===== config.mk =====
export PLATFORM = sky130hd
export DESIGN_NAME = clk_div_tree
export DESIGN_NICKNAME = d
export VERILOG_FILES = /design/src/rtl/clks_pkg.sv /design/src/rtl/clk_div_tick.sv /design/src/rtl/clk_div_tree.sv
export SDC_FILE = /design/constraint.sdc
export NUM_CORES = 1
export LEC_CHECK = 0
export ABC_AREA = 1
export CAP_MARGIN = 20
export CORE_MARGIN = 2
export CORE_UTILIZATION = 52
export DETAILED_ROUTE_END_ITERATION = 8
export GPL_ROUTABILITY_DRIVEN = 0
export GPL_TIMING_DRIVEN = 0
export PLACE_DENSITY = 0.75
export SYNTH_ARGS = -nofsm -noshare
export SYNTH_HDL_FRONTEND = slang
export SYNTH_SLANG_ARGS = --single-unit

===== constraint.sdc =====
create_clock -name clk -period 3.1 [get_ports clk]
set_input_delay 0.62 -clock clk [delete_from_list [all_inputs] [get_ports clk]]
set_output_delay 0.62 -clock clk [all_outputs]
set_load 0.01 [all_outputs]

===== src/rtl/clks_pkg.sv =====
`default_nettype none
// ============================================================================
// Module      : clks_pkg
// Description : Shared constants and types for the clock-divider tree.
// Revision    : 1.0 - initial release
// ============================================================================
package clks_pkg;

    localparam int DEF_N_OUT    = 3;
    localparam int DEF_DIV_W    = 4;
    localparam int DEF_HALF_DIV = 5;

    // Half-period divider value at the default divider width
    typedef logic [DEF_DIV_W-1:0] half_div_t;

endpackage : clks_pkg
`default_nettype wire


===== src/rtl/clk_div_tick.sv =====
`default_nettype none
// ============================================================================
// Module      : clk_div_tick
// Description : Half-period counter. Emits a tick every hd enabled cycles
//               and accepts a new half-divider through a load port.
// Revision    : 1.0 - initial release
// ============================================================================
module clk_div_tick
    import clks_pkg::*;
#(
    parameter int DIV_W  = DEF_DIV_W,
    parameter int RST_HD = DEF_HALF_DIV
) (
    input  logic             clk,
    input  logic             rst,
    input  logic             i_enb,
    input  logic             i_load,
    input  logic [DIV_W-1:0] i_load_val,
    output logic             o_tick
);

    localparam logic [DIV_W-1:0] c_one     = DIV_W'(1);
    localparam logic [DIV_W-1:0] c_rst_hd  = DIV_W'(RST_HD);
    // Starting one short of the terminal count makes the first enabled cycle tick
    localparam logic [DIV_W-1:0] c_rst_cnt = DIV_W'(RST_HD - 1);

    logic [DIV_W-1:0] r_cnt;
    logic [DIV_W-1:0] r_hd;
    logic [DIV_W-1:0] w_load_hd;

    // A requested half-period of zero is clamped to one
    assign w_load_hd = (i_load_val == '0) ? c_one : i_load_val;

    assign o_tick = i_enb && (r_cnt >= (r_hd - c_one));

    // Counter and active half-divider; a load restarts the half-period at zero
    always_ff @(posedge clk) begin
        if (rst) begin
            r_hd  <= c_rst_hd;
            r_cnt <= c_rst_cnt;
        end else if (i_load) begin
            r_hd  <= w_load_hd;
            r_cnt <= '0;
        end else if (o_tick) begin
            r_cnt <= '0;
        end else if (i_enb) begin
            r_cnt <= r_cnt + c_one;
        end
    end

endmodule : clk_div_tick
`default_nettype wire


===== src/rtl/clk_div_tree.sv =====
`default_nettype none
// ============================================================================
// Module      : clk_div_tree
// Description : Clock-divider tree producing N_OUT phase-aligned divided
//               clocks, each half the frequency of the previous, with a
//               runtime-programmable base divider, change handshake and lock.
//               Optional per-output edge strobes under macro
//               CLK_DIV_TREE_STROBE_EN.
// Revision    : 1.0 - initial release
// ============================================================================
module clk_div_tree
    import clks_pkg::*;
#(
    parameter int N_OUT        = DEF_N_OUT,
    parameter int DIV_W        = DEF_DIV_W,
    parameter int DEF_HALF_DIV = clks_pkg::DEF_HALF_DIV
) (
    input  logic             clk,
    input  logic             rst,
    input  logic             enb,
    input  logic [DIV_W-1:0] half_div,
    input  logic             div_req,
    output logic             div_ack,
    output logic [N_OUT-1:0] clk_out,
    output logic             locked
`ifdef CLK_DIV_TREE_STROBE_EN
    ,
    output logic [N_OUT-1:0] rise_stb,
    output logic [N_OUT-1:0] fall_stb
`endif
);

    localparam logic [N_OUT-1:0] c_phase_one = N_OUT'(1);

    logic             w_tick;
    logic             w_boundary;
    logic             w_accept;
    logic [N_OUT-1:0] w_phase_nxt;

    logic [N_OUT-1:0] r_phase;
    logic             r_started;
    logic             r_locked;
    logic             r_accept;
    logic             r_div_ack;

    clk_div_tick #(
        .DIV_W  (DIV_W),
        .RST_HD (DEF_HALF_DIV)
    ) u_tick (
        .clk        (clk),
        .rst        (rst),
        .i_enb      (enb),
        .i_load     (w_accept),
        .i_load_val (half_div),
        .o_tick     (w_tick)
    );

    // Down-counting phase: bit k toggles whenever all lower bits are zero,
    // and every output rises together on the wrap from 0 to all-ones
    assign w_phase_nxt = r_phase - c_phase_one;
    assign w_boundary  = w_tick && (r_phase == '0);
    assign w_accept    = w_boundary && div_req;

    // Phase register; it directly drives the divided clocks
    always_ff @(posedge clk) begin
        if (rst) begin
            r_phase <= '0;
        end else if (w_tick) begin
            r_phase <= w_phase_nxt;
        end
    end

    // Lock tracking and ratio-change handshake; ack lags acceptance by one cycle
    always_ff @(posedge clk) begin
        if (rst) begin
            r_started <= 1'b0;
            r_locked  <= 1'b0;
            r_accept  <= 1'b0;
            r_div_ack <= 1'b0;
        end else begin
            r_accept  <= w_accept;
            r_div_ack <= r_accept;
            if (w_accept) begin
                r_started <= 1'b0;
                r_locked  <= 1'b0;
            end else begin
                if (w_tick) begin
                    r_started <= 1'b1;
                end
                if (w_boundary && r_started) begin
                    r_locked <= 1'b1;
                end
            end
        end
    end

    assign clk_out = r_phase;
    assign locked  = r_locked;
    assign div_ack = r_div_ack;

`ifdef CLK_DIV_TREE_STROBE_EN
    logic [N_OUT-1:0] r_rise;
    logic [N_OUT-1:0] r_fall;

    // Edge strobes registered with the phase so they align with clk_out changes
    always_ff @(posedge clk) begin
        if (rst) begin
            r_rise <= '0;
            r_fall <= '0;
        end else if (w_tick) begin
            r_rise <= ~r_phase & w_phase_nxt;
            r_fall <= r_phase & ~w_phase_nxt;
        end else begin
            r_rise <= '0;
            r_fall <= '0;
        end
    end

    assign rise_stb = r_rise;
    assign fall_stb = r_fall;
`else
    // Strobes are not built in this configuration
`endif

endmodule : clk_div_tree
`default_nettype wire


==> summary.md, run 1 <==
| Metric | Value |
|---|---|
| Drt first-iter violations | `3` |
| CP cell instances | `clkdlybuf4s50_1` |
| DIE HEIGHT | `44.2 um` |
| Post-route ant nets | `0` |
| Post-layout nets | `roughly 130` |
| Grt ovf | `0` |
| Root buffer cell | `clkbuf_4` |
| DR vias/cell | `between 5 and 6` |
| Post-CTS Resized | `0` |
| Worst EP required | `2.48 ns` |
| Vias | `649` |
| Initial Utilization | `a little under three fifths` |
| Total track usage | `between 10% and 20%` |
| Status | `complete, no violations` |
| Synth warn | `0` |
| Netlist Area Pre-Place | `about 840 um^2` |
| Final Max Tran Viols | `0` |
| Sum Neg Setup Slack | `0 ns` |
| DIE AREA | `around 2000 um^2` |
| Crit path buf inv count | `1` |
| Crit-path slowest cell | `clkdlybuf4s50_1` |
| Pwr Density | `~960 nW/um^2` |
| Routed len/inst | `roughly 11 um` |
| Largest net degree at the start of global routing | `11` |
| IO Pins | `13` |
| Worst Max-Slew Pin Slew | `0.198 ns` |
| Most frequent cells in the layout | `inv_1, dfxtp_1, nand2_1` |
| Die X | `44.2 um` |
| Rows | `14` |
| Rel. slew slack | `roughly 87%` |
| CP Class | `reg -> out` |
| Cells after synthesis | `between 90 and 100` |
| CP Data Arrival Time | `1.29 ns` |
| Synth-to-Final Area Change | `18.6%` |
| RSZ-0062 raised after global routing | `false` |
| Register area share after synthesis | `between 30% and 40%` |
| Final Hold Fails | `0` |
| Max incr delay on CP | `0.57 ns` |
| CTS tree | `yes` |
| Num CTS Buffers | `3` |
| First-pass GRT wire length | `2.37 mm` |
| Crit end category | `output port` |
| Deepest clock path buffer count | `2` |
| Antenna violations before repair | `0` |
| FF+latch count, synth | `15` |
| Tot Pwr | `a little under 1 mW` |
| Synthesized area per cell | `between 8 and 9 um^2` |
| Max-capacitance violation count | `0` |
| Core Area | `about 1500 um^2` |
| Syn Nets | `around 110` |
| Clk_lat worst skew | `roughly 0.29 ns` |
| Routed wire length | `1.35 mm` |
| IO Port Bufs | `11` |
| Share of layout cells above drive strength 1 | `between 10% and 20%` |
| Clock Skew | `0.00243 ns` |
| CP delay by family, top | `buffers and inverters` |
| Final setup fails | `0` |
| Vias in the first global route | `approximately 620` |
| Final min period | `~1.9 ns` |
| Drc violations | `0` |
| CTS Sinks | `15` |
| Crit-path max FO | `4` |
| Max Freq | `~520 MHz` |
| Element type at the critical path start | `flop` |
| Worst VDD drop | `between 500 and 600 uV` |
| Antenna cells | `0` |
| Static Leak | `about 0.45 nW` |
| CTS H-tree lvls | `1` |
| Detailed Place HPWL | `roughly 1.1 mm` |
| Hold crit path type | `reg -> reg` |
| Pre-antenna DRT Iters | `3` |
| Period utilisation layout | `~62%` |
| CTS Hold Bufs | `0` |
| # fillers | `between 100 and 150` |
| Postcts setup bufs | `0` |
| Clock-pin slew on the worst setup and hold paths | `about 0.09 ns` |
| Synth cell types | `26` |
==> stage by stage <==
stage               worst slack [ns]  cells  cell area (um^2)  hold WS, ns  util (%)
detailed placement              1.28    124               972        0.397      64.5
floorplan                       1.46     97               842        0.388         -
finish                          1.19    128               998        0.409      66.3
global placement                1.35    124               972        0.393      64.5
CTS                             1.18    128               998        0.412      66.3
global route                    1.11    128               998        0.438      66.3
==> per-layer routing <==
layer	global-route usage (%)	share of wire, %	up-vias
met3	2.45	3.1	5
met2	27.9	53	7
li1	-	-	342
met1	19.3	42	295
met4	10.9	2.5	0
met5	0	0	-
==> power by group <==
group          internal, mW  switching, mW  leakage, nW
logic                 0.233          0.320        0.312
clock network        0.0501         0.0631       0.0150
registers             0.250         0.0444        0.123
==> flip-flops by register name (all words and copies together) (netlist names) <==
register / count
u_tick.r_hd: 4
r_accept: 1
div_ack: 1
r_started: 1
clk_out: 3
u_tick.r_cnt: 4
locked: 1
==> cells in the mapped netlist <==
master     n  area [um^2]
dfxtp_1   15          300
nand4_2    1         12.5
nand2_2    2         12.5
xnor2_1    2         17.5
nor3_1     2         10.0
inv_2      1         3.75
xor2_1     3         26.3
nand4_1    1         6.26
nor2_1     7         26.3
ha_1       8          100
inv_1     15         56.3
o21ai_0    2         10.0
mux2i_1    1         10.0
buf_2      1         5.00
or2_2      1         6.26
nor3_2     1         10.0
nand2_4    1         11.3
a21oi_2    2         17.5
a21oi_1    3         15.0
nand3_4    2         35.0
o21ai_1    1         5.00
nor2_4     2         22.5
clkbuf_8   1         13.8
nand4_4    1         21.3
nand2_1   14         52.6
nand3_1    7         35.0
==> kinds of logic (layout without fill, tap and decap cells) <==
| kind of cell | Yosys count | in the layout | share of synthesized area (%) |
|---|---|---|---|
| muxes | 1 | 1 | 1.19 |
| adders and majority gates | 8 | 8 | 11.9 |
| DFF | 15 | 15 | 35.7 |
| buffers and inverters | 18 | 33 | 9.36 |
| xor gates and xnor gates | 5 | 5 | 5.20 |
| AOI/OAI and AO/OA | 8 | 8 | 5.65 |
| and+or+nand+nor | 42 | 42 | 31.1 |
==> path summary, 6_finish.rpt <==
path | from | to | slack, ns | cells past startpoint
hold reg to reg | r_accept | div_ack | 0.41 | 2
setup / recovery | clk_out[2] | clk_out[2] | 1.19 | 1
setup reg to reg | u_tick.r_hd[0] | r_started | 1.30 | 12
hold / removal | r_accept | div_ack | 0.41 | 2
==> final cells by class <==
cell class / instances / area [um^2] / area share [%]
Sequential cell: 15 / 300 / 30.1
Buffer: 2 / 18.8 / 1.88
Tap cell: 16 / 20.0 / 2.01
Multi-Input combinational cell: 64 / 463 / 46.4
Timing Repair Buffer: 11 / 110 / 11.0
Inverter: 16 / 60.1 / 6.02
Clock buffer: 4 / 26.3 / 2.63
Power figures use the tool's default switching activity.
==> inputs of run 2 (changes only) <==
CORE_UTILIZATION = 51   (was 52)
PLACE_DENSITY = 0.74   (was 0.75)
clock period = 1.9 ns   (was 3.1 ns; I/O delays follow)
==> run 2 against run 1 <==
  * Wire length rose by 4.2%
  * Global-route usage fell by 0.19 points
  * Final cell count rose by 1.6%
  * Hold slack improved by 0.0055 ns
  * Total power rose by 76%
  * Largest power group unchanged
  * Critical path depth rose by 11
  * Flip-flop and latch count did not move
  * Design area rose by 3.5%
  * Worst setup slack got worse by 1.1 ns
==> summary.md, run 2 (synthesis gave the netlist of run 1 again) <==
| Metric | Value |
|---|---|
| CTS Sinks | `15 (unchanged)` |
| Hold crit path type | `reg -> reg (unchanged)` |
| Drt first-iter violations | `23 (was 3)` |
| Inst Count DP | `124 (unchanged)` |
| WP depth | `12 (was 1)` |
| Max Freq | `roughly 560 MHz` |
| Final Max Tran Viols | `0 (unchanged)` |
| Deepest clock path buffer count | `2 (unchanged)` |
| IO Pins | `13 (unchanged)` |
| Post-layout nets | `131 (was 129)` |
| Worst EP required | `2.10 ns (was 2.48 ns)` |
| Most frequent cells in the layout | `inv_1, nand2_1, dfxtp_1 (was inv_1, dfxtp_1, nand2_1)` |
| Area occupied by multi-input gates | `479 um^2 (was 463 um^2)` |
| Hold slack | `0.414 ns (was 0.409 ns)` |
| Tot Pwr | `1.69 mW (was 960 uW)` |
| Root buffer cell | `clkbuf_4 (unchanged)` |
| Net switching power | `750 uW (was 428 uW)` |
| Sequential Area | `303 um^2 (was 300 um^2)` |
| Status | `complete, no violations (unchanged)` |
| Antenna cells | `0 (unchanged)` |
| Vias in the first global route | `623 (was 616)` |
| Rel. slew slack | `87.0% (was 86.7%)` |
| DR vias/cell | `5.18 (was 5.07)` |
| Post-route ant nets | `0 (unchanged)` |
| Final non-filler cell total | `130 (was 128)` |
| Sequential share of power | `28.7% (was 30.6%)` |
| Max-capacitance violation count | `0 (unchanged)` |
| Max incr delay on CP | `0.36 ns (was 0.57 ns)` |
| IO Port Bufs | `11 (unchanged)` |
| # fillers | `132 (was 137)` |
| Gate power share | `60.2% (was 57.6%)` |
| First-pass GRT wire length | `2.39 mm (was 2.37 mm)` |
| Crit-path slowest cell | `dfxtp_2 (was clkdlybuf4s50_1)` |
| DIE AREA | `1990 um^2 (was 1960 um^2)` |
| Worst R2R End | `r_started (unchanged)` |
| Pre-antenna DRT Iters | `4 (was 3)` |
| Pwr Density | `1630 nW/um^2 (was 962 nW/um^2)` |
| Clock Skew | `0.00165 ns (was 0.00243 ns)` |
| Hold Crit Start | `r_accept (unchanged)` |
| CP cell instances | `inv_1 -> ha_2 -> xnor2_1 -> ha_1 -> nand2_1 -> inv_1 -> nand2_2 -> nand3_4 -> nand2_4 -> inv_2 -> nor2_2 -> nor2_1 (was clkdlybuf4s50_1)` |
| DIE HEIGHT | `44.6 um (was 44.2 um)` |
| Synth-to-Final Area Change | `22.7% (was 18.6%)` |
| Routed wire length | `1.40 mm (was 1.35 mm)` |
| Final Hold Fails | `0 (unchanged)` |
| Period utilisation layout | `93.8%` |
| Commonest non-fill, non-tap cell in the layout | `inv_1` |
| Vias | `673 (was 649)` |
| Clock-pin slew on the worst setup and hold paths | `0.09 ns (about the same)` |
| Worst VDD drop | `1170 uV (was 517 uV)` |
| Total track usage | `16.3% (was 16.5%)` |
| Share of layout cells above drive strength 1 | `25.4% (was 17.0%)` |
| Worst Hold Depth | `2 (unchanged)` |
| Crit end category | `flop (was output port)` |
| CTS H-tree lvls | `1 (unchanged)` |
| Worst R2R Start | `u_tick.r_hd[0] (unchanged)` |
| Antenna violations before repair | `0 (unchanged)` |
| Final min period | `1.78 ns` |
| Pint | `940 uW (was 533 uW)` |
| Worst Hold Path EP | `div_ack (unchanged)` |
| Initial Utilization | `55.3% (was 55.9%)` |
| Final setup fails | `0 (unchanged)` |
| Rows | `14 (unchanged)` |
| Die X | `44.6 um (was 44.2 um)` |
| CP most frequent cell | `inv_1` |
| Largest net degree at the start of global routing | `11 (unchanged)` |
| Clock share of power | `11.1% (was 11.8%)` |
| CTS tree | `yes (unchanged)` |
| Num CTS Buffers | `3 (unchanged)` |
| Crit-path max FO | `7 (was 4)` |
| Crit path buf inv count | `3 (was 1)` |
| CP Data Arrival Time | `1.98 ns (was 1.29 ns)` |
| Cells on worst reg2reg path | `12 (unchanged)` |
| Reg2Reg Setup Slack | `0.12 ns (was 1.30 ns)` |
| Worst Max-Slew Pin Slew | `0.194 ns (was 0.198 ns)` |
| Clk_lat worst skew | `0.29 ns (about the same)` |
| CP delay by family, top | `simple AND/OR/NAND/NOR gates (was buffers and inverters)` |
| Element type at the critical path start | `flop (unchanged)` |
| Static Leak | `0.461 nW (was 0.449 nW)` |
| Grt ovf | `0 (unchanged)` |
| Detailed Place HPWL | `1.12 mm (was 1.14 mm)` |
| Switching part of the total | `44.4% (was 44.5%)` |
| Drc violations | `0 (unchanged)` |
| CP Class | `reg -> reg (was reg -> out)` |
| Routed len/inst | `10.8 um (was 10.5 um)` |
| Core Area | `1520 um^2 (was 1510 um^2)` |
==> run 2: cell types whose count changed in the layout (fill, tap and decap cells not counted), sizes merged <==
cell and delta:
buf +2, clkbuf -1, clkinv +1
==> run 2: cell type report <==
class                           instances  share of cell area (%)
Buffer                                  2                    1.82
Clock buffer                            3                    2.18
Clock inverter                          1                   0.484
Inverter                               16                    5.81
Multi-Input combinational cell         64                    46.4
Sequential cell                        15                    29.3
Tap cell                               16                    1.94
Timing Repair Buffer                   13                    12.1
==> run 2: metrics by stage <==
| stage | setup TNS [ns] | utilization [%] | setup slack [ns] | cell area (um^2) |
|---|---|---|---|---|
| floorplan | 0 | - | 0.260 | 842 |
| global placement | 0 | 63.8 | 0.142 | 972 |
| detailed placement | 0 | 63.8 | 0.0866 | 972 |
| CTS | 0 | 65.6 | 0.0615 | 1000 |
| global route | -0.000578 | 67.8 | -0.000578 | 1030 |
| finish | 0 | 67.8 | 0.118 | 1030 |
==> run 2: worst reg2reg max path, cell delays in order (launching register included) <==
cell and delay, ns:
dfxtp_2 0.36, inv_1 0.07, ha_2 0.18, xnor2_1 0.12, ha_1 0.32, nand2_1 0.07, inv_1 0.05, nand2_2 0.07
nand3_4 0.12, nand2_4 0.15, inv_2 0.07, nor2_2 0.07, nor2_1 0.05
==> run 2: worst max path at each step <==
stage                            end           start  slack, ns
final                      r_started  u_tick.r_hd[0]       0.12
after global routing       r_started  u_tick.r_hd[0]    -0.0006
after CTS                 clk_out[1]  u_tick.r_hd[0]       0.06
after detailed placement  clk_out[1]  u_tick.r_hd[0]       0.09
after global placement     r_started  u_tick.r_hd[0]       0.14
after floorplan            r_started  u_tick.r_hd[0]       0.26
==> run 2: metal layers <==
metal	wire, um	part of all wire (%)	vias up	track usage, %
li1	-	-	343	-
met5	0	0	-	0
met1	649	46	314	19.1
met4	29	2.1	0	9.09
met2	691	49	10	28.1
met3	33	2.4	6	2.45
==> run 2: power by group through the flow <==
stage / combinational [mW] / sequential [mW] / clock (mW)
2_1_floorplan: 0.708 / 0.492 / 0
3_3_place_gp: 0.882 / 0.486 / 0
3_5_place_dp: 0.920 / 0.488 / 0
4_1_cts: 0.922 / 0.480 / 0.190
5_1_grt: 1.12 / 0.498 / 0.205
6_report: 1.02 / 0.486 / 0.187
==> run 2: what timing repair did <==
item | CTS | global route
setup buffers | 0 | 2
resized for setup | 0 | 9
endpoints found under the setup margin | 0 | 13
hold buffers | 0 | 0
